`config.mk`:
```
export PLATFORM = sky130hd
export DESIGN_NAME = sync_fifo
export DESIGN_NICKNAME = d
export VERILOG_FILES = /design/src/rtl/sync_fifo.sv
export SDC_FILE = /design/constraint.sdc
export NUM_CORES = 1
export LEC_CHECK = 0
export CAP_MARGIN = 20
export CORE_UTILIZATION = 29
export CTS_CLUSTER_SIZE = 8
export DETAILED_ROUTE_END_ITERATION = 16
export GPL_TIMING_DRIVEN = 1
export HOLD_SLACK_MARGIN = 0.08
export PLACE_DENSITY = 0.55
export SLEW_MARGIN = 10
export SYNTH_ARGS = -nofsm -noshare
export SYNTH_HDL_FRONTEND = slang
export SYNTH_SLANG_ARGS = --single-unit
```
`constraint.sdc`:
```
create_clock -name clk -period 2.4 [get_ports clk]
set_clock_uncertainty 0.1 [all_clocks]
set_input_delay 0.48 -clock clk [delete_from_list [all_inputs] [get_ports clk]]
set_output_delay 0.48 -clock clk [all_outputs]
set_load 0.02 [all_outputs]
```
`src/rtl/sync_fifo.sv`:
```
// sync_fifo: single-clock FIFO of FIFO_DEPTH words, FIFO_WIDTH bits each.
// Read data, write-ack and overflow/underflow pulses are registered.
// Full/empty/almost flags are decoded combinationally from the occupancy count.
// Optional feature: define FIFO_COUNT_EN to expose the occupancy register as output `count`.
module sync_fifo #(
    parameter int FIFO_WIDTH = 16,
    parameter int FIFO_DEPTH = 8
) (
    input  logic                      clk,
    input  logic                      rst_n,
    input  logic [FIFO_WIDTH-1:0]     data_in,
    input  logic                      wr_en,
    input  logic                      rd_en,
    output logic [FIFO_WIDTH-1:0]     data_out,
    output logic                      wr_ack,
    output logic                      overflow,
    output logic                      underflow,
    output logic                      full,
    output logic                      almostfull,
    output logic                      empty,
`ifdef FIFO_COUNT_EN
    output logic                      almostempty,
    output logic [$clog2(FIFO_DEPTH):0] count
`else
    output logic                      almostempty
`endif
);

    localparam int AW = $clog2(FIFO_DEPTH);
    localparam int CW = AW + 1;
    localparam logic [CW-1:0] C_DEPTH    = CW'(FIFO_DEPTH);
    localparam logic [CW-1:0] C_DEPTH_M1 = CW'(FIFO_DEPTH - 1);
    localparam logic [CW-1:0] C_ONE      = CW'(1);
    localparam logic [CW-1:0] C_ZERO     = '0;

    logic [FIFO_WIDTH-1:0] r_mem [FIFO_DEPTH];
    logic [AW-1:0]         r_wr_ptr;
    logic [AW-1:0]         r_rd_ptr;
    logic [CW-1:0]         r_count;
    logic [FIFO_WIDTH-1:0] r_data_out;
    logic                  r_wr_ack;
    logic                  r_overflow;
    logic                  r_underflow;

    logic                  w_full;
    logic                  w_empty;
    logic                  w_wr_do;
    logic                  w_rd_do;

    // Flags decode from occupancy; accepted-operation qualifiers gate on them.
    always_comb begin
        w_full  = (r_count == C_DEPTH);
        w_empty = (r_count == C_ZERO);
        w_wr_do = wr_en & ~w_full;
        w_rd_do = rd_en & ~w_empty;
    end

    // Storage array is not reset; only accepted writes update it.
    always_ff @(posedge clk) begin
        if (w_wr_do) begin
            r_mem[r_wr_ptr] <= data_in;
        end
    end

    // Pointers, occupancy, registered read data and the per-cycle status pulses.
    always_ff @(posedge clk or negedge rst_n) begin
        if (!rst_n) begin
            r_wr_ptr    <= '0;
            r_rd_ptr    <= '0;
            r_count     <= '0;
            r_data_out  <= '0;
            r_wr_ack    <= 1'b0;
            r_overflow  <= 1'b0;
            r_underflow <= 1'b0;
        end else begin
            r_wr_ack    <= w_wr_do;
            r_overflow  <= wr_en & w_full;
            r_underflow <= rd_en & w_empty;
            if (w_wr_do) begin
                r_wr_ptr <= r_wr_ptr + 1'b1;
            end
            if (w_rd_do) begin
                r_data_out <= r_mem[r_rd_ptr];
                r_rd_ptr   <= r_rd_ptr + 1'b1;
            end
            // A simultaneous accepted read and write leaves occupancy unchanged.
            case ({w_wr_do, w_rd_do})
                2'b10:   r_count <= r_count + 1'b1;
                2'b01:   r_count <= r_count - 1'b1;
                default: r_count <= r_count;
            endcase
        end
    end

    // Output mapping of registered state and combinational flags.
    always_comb begin
        data_out    = r_data_out;
        wr_ack      = r_wr_ack;
        overflow    = r_overflow;
        underflow   = r_underflow;
        full        = w_full;
        empty       = w_empty;
        almostfull  = (r_count == C_DEPTH_M1);
        almostempty = (r_count == C_ONE);
    end

`ifdef FIFO_COUNT_EN
    assign count = r_count;
`endif

endmodule

```
==> flow_metrics.env <==
export IMPL_rsz0062_at_grt="no"
export IMPL_yosys_top_cells_area="edfxtp_1 61%, dfrtp_1 12%, mux2i_1 5.3%"
export IMPL_cts_buffer_depth=2
export IMPL_avgSynthCellArea_um2=17.5
export IMPL_crit_path_start_kind="flip-flop"
export IMPL_m1WireLength_mm=5.70
export IMPL_synth_common_cells="128 x edfxtp_1, 33 x mux2i_1, 29 x dfrtp_1"
export IMPL_drv_cap=0
export IMPL_drtIter0Drc=180
export IMPL_drc=0
export IMPL_async_reset_ff_share_pct=18.5
export IMPL_slew_headroom_pct=44.8
export IMPL_antenna_cells=0
export IMPL_slowest_delay_ps=460
export IMPL_fin_crit_sh_pct=94.3
export IMPL_postLayoutCellArea_um2=7800
export IMPL_rows=53
export IMPL_via_count=3296
export IMPL_hp_class="input port to asynchronous set/reset pin"
export IMPL_ir_worst_vdd_mv=0.526
export IMPL_grt_pass1_vias=3542
export IMPL_cts_tree="built"
export IMPL_synth_edf_count=128
export IMPL_synthCells=359
export IMPL_dr_wl_met3_um=430
export IMPL_highest_layer="met4"
export IMPL_gr_total_overflow=0
export IMPL_netlist_area_um2=6290
export IMPL_dp_hpwl_mm=8.07
export IMPL_yosysTopAreaCell="edfxtp_1"
export IMPL_crit_family="simple AND/OR/NAND/NOR gates"
export IMPL_io_pins=43
export IMPL_cts_hold_buf=0
export IMPL_ff2ff_path_depth=10
export IMPL_cts_htree_levels=4
export IMPL_powerDensity_nw_per_um2=1220
export IMPL_drv_slew=0
export IMPL_setup_tns_ps=0
export IMPL_grt_use_total_pct=12.8
export IMPL_path_common_cell="inv_1"
export IMPL_r2r_end="r_count[3]"
export IMPL_place_congestion=0.731
export IMPL_place_area_um2=7250
export IMPL_crit_fanout=4
export IMPL_reg2reg_from="r_count[1]"
export IMPL_ys_ff_latch=157
export IMPL_core_um2=21200
export IMPL_root_buffer="clkbuf_16"
export IMPL_wl_met2_mm=6.77
export IMPL_post_route_min_period_ps=2260
export IMPL_grt_max_degree=30
export IMPL_antenna_left=0
export IMPL_firstDrtPassIters=6
export IMPL_fin_cells=716
export IMPL_dieArea_um2=22300
export IMPL_worstSetupPathType="flip-flop to flip-flop"
export IMPL_crit_slowest_cell="or4b_4"
export IMPL_yosysMostFrequentCell="edfxtp_1"
export IMPL_tritoncts_num_buffers=17
export IMPL_seq_area_frac_synth_pct=72.7
export IMPL_die_h_um=149
export IMPL_drive_gt1_share_pct=22.7
export IMPL_syn2layout_area_growth_pct=24.0
export IMPL_cts_sinks=157
export IMPL_wire_per_inst_um=18.4
export IMPL_crit_arrival_ps=2500
export IMPL_grt_pass1_wl_mm=20.2
export IMPL_p_leak_nw=2.76
export IMPL_port_buffers=42
export IMPL_antenna_found_initial=0
export IMPL_outcome="finished, final reports clean"
export IMPL_multi_input_area_um2=1600
export IMPL_ys_flop_type="edfxtp_1"
export IMPL_clock_latency_ps=420
export IMPL_post_synth_top_area_fraction_pct=61.1
export IMPL_total_power_w=0.00949
export IMPL_initial_core_util_pct=29.7
export IMPL_placed_cells=684
export IMPL_die_w_um=149
export IMPL_viasPerCell=4.60
export IMPL_seq_area_um2=4570
export IMPL_worstPathCellList="inv_1 -> ha_1 -> nor3b_2 -> buf_4 -> nand2b_1 -> inv_1 -> ha_4 -> or4b_4 -> a21oi_2 -> xor2_1"
export IMPL_syn_nets=385
export IMPL_hold_viol=0
export IMPL_crit_path_end_kind="flip-flop"
export IMPL_synth_distinct_cells=31
export IMPL_ys_warn_count=0
export IMPL_setup_violations=0
export IMPL_cp_required_ps=2640
export IMPL_fmax_mhz=442
export IMPL_nets=454
export IMPL_fill_cells=1965
export IMPL_worst_pin_slew_ps=826
export IMPL_path_buf_inv=3
export IMPL_drt_wl_total_mm=13.1
export IMPL_r2r_setup_slack_ps=140
export IMPL_path_clk_slew_ps=60
## stage by stage
step	util, %	setup slack, ps	hold WS, ps
2_1_floorplan	-	17.0	84.4
3_3_place_gp	34.3	184	403
3_5_place_dp	34.3	142	420
4_1_cts	36.9	17.5	384
5_1_grt	36.9	26.6	424
6_report	36.9	136	380
## cell families (layout without fill, tap and decap cells)
logic type	after synthesis	in the layout	share of synthesized area, %
flops	157	157	72.7
fa+ha+maj	6	6	1.19
buf+inv	24	106	2.41
xor+xnor	8	8	1.11
compound gates	66	66	8.50
mux	67	67	11.3
simple gates	31	31	2.79
## how the worst max path moves through the flow
stage / startpoint / endpoint / slack (ps) / cells after the start
6_report: r_count[1] / r_count[3] / 140 / 10
5_1_grt: r_count[0] / r_count[3] / 30 / 10
4_1_cts: r_count[1] / empty / 20 / 5
3_5_place_dp: rd_en / r_count[3] / 140 / 7
3_3_place_gp: rd_en / r_count[3] / 180 / 7
2_1_floorplan: r_count[0] / r_count[3] / 20 / 11
## area by class of cell
| type | count | area share, % |
|---|---|---|
| Sequential cell | 157 | 58.6 |
| Multi-Input combinational cell | 178 | 20.5 |
| Timing Repair Buffer | 68 | 9.06 |
| Clock buffer | 19 | 5.55 |
| Tap cell | 275 | 4.41 |
| Clock inverter | 13 | 1.57 |
| Inverter | 6 | 0.289 |
## state kept, by name (all words and copies together), names as in the netlist
signal     cells
r_mem        128
data_out      16
r_count        4
r_rd_ptr       3
r_wr_ptr       3
overflow       1
underflow      1
wr_ack         1
## timing repair
action	in CTS	in global routing
buffers inserted	0	0
resized for setup	5	1
setup endpoints to repair	4	1
## report_power, final
group,internal (W),switching [W]
Combinational,0.00147,0.00170
Sequential,0.00353,0.000255
Clock,0.00151,0.00101
Total,0.00651,0.00297
## metal layers
| metal | up-vias | track usage [%] |
|---|---|---|
| met5 | - | 0 |
| li1 | 1546 | - |
| met2 | 51 | 22.2 |
| met3 | 13 | 2.42 |
| met1 | 1686 | 15.3 |
| met4 | 0 | 6.12 |
## cell usage in the layout, fill, tap and decap left out, types with 5 or more instances in the layout
| cell type | Yosys | final |
|---|---|---|
| clkinv_1 | 0 | 5 |
| xnor2_1 | 6 | 6 |
| mux2_1 | 11 | 11 |
| dfrtp_1 | 29 | 28 |
| mux2i_1 | 33 | 33 |
| o21ai_0 | 17 | 17 |
| buf_12 | 0 | 8 |
| o22ai_1 | 16 | 16 |
| o31ai_2 | 16 | 16 |
| ha_1 | 6 | 5 |
| edfxtp_1 | 128 | 128 |
| mux2_2 | 23 | 23 |
| inv_1 | 5 | 5 |
| clkdlybuf4s50_1 | 0 | 38 |
| buf_4 | 2 | 18 |
| clkbuf_16 | 0 | 17 |
| a22o_1 | 16 | 16 |
| nor2_1 | 8 | 8 |
Note: power is estimated with default switching activity, not from simulation.
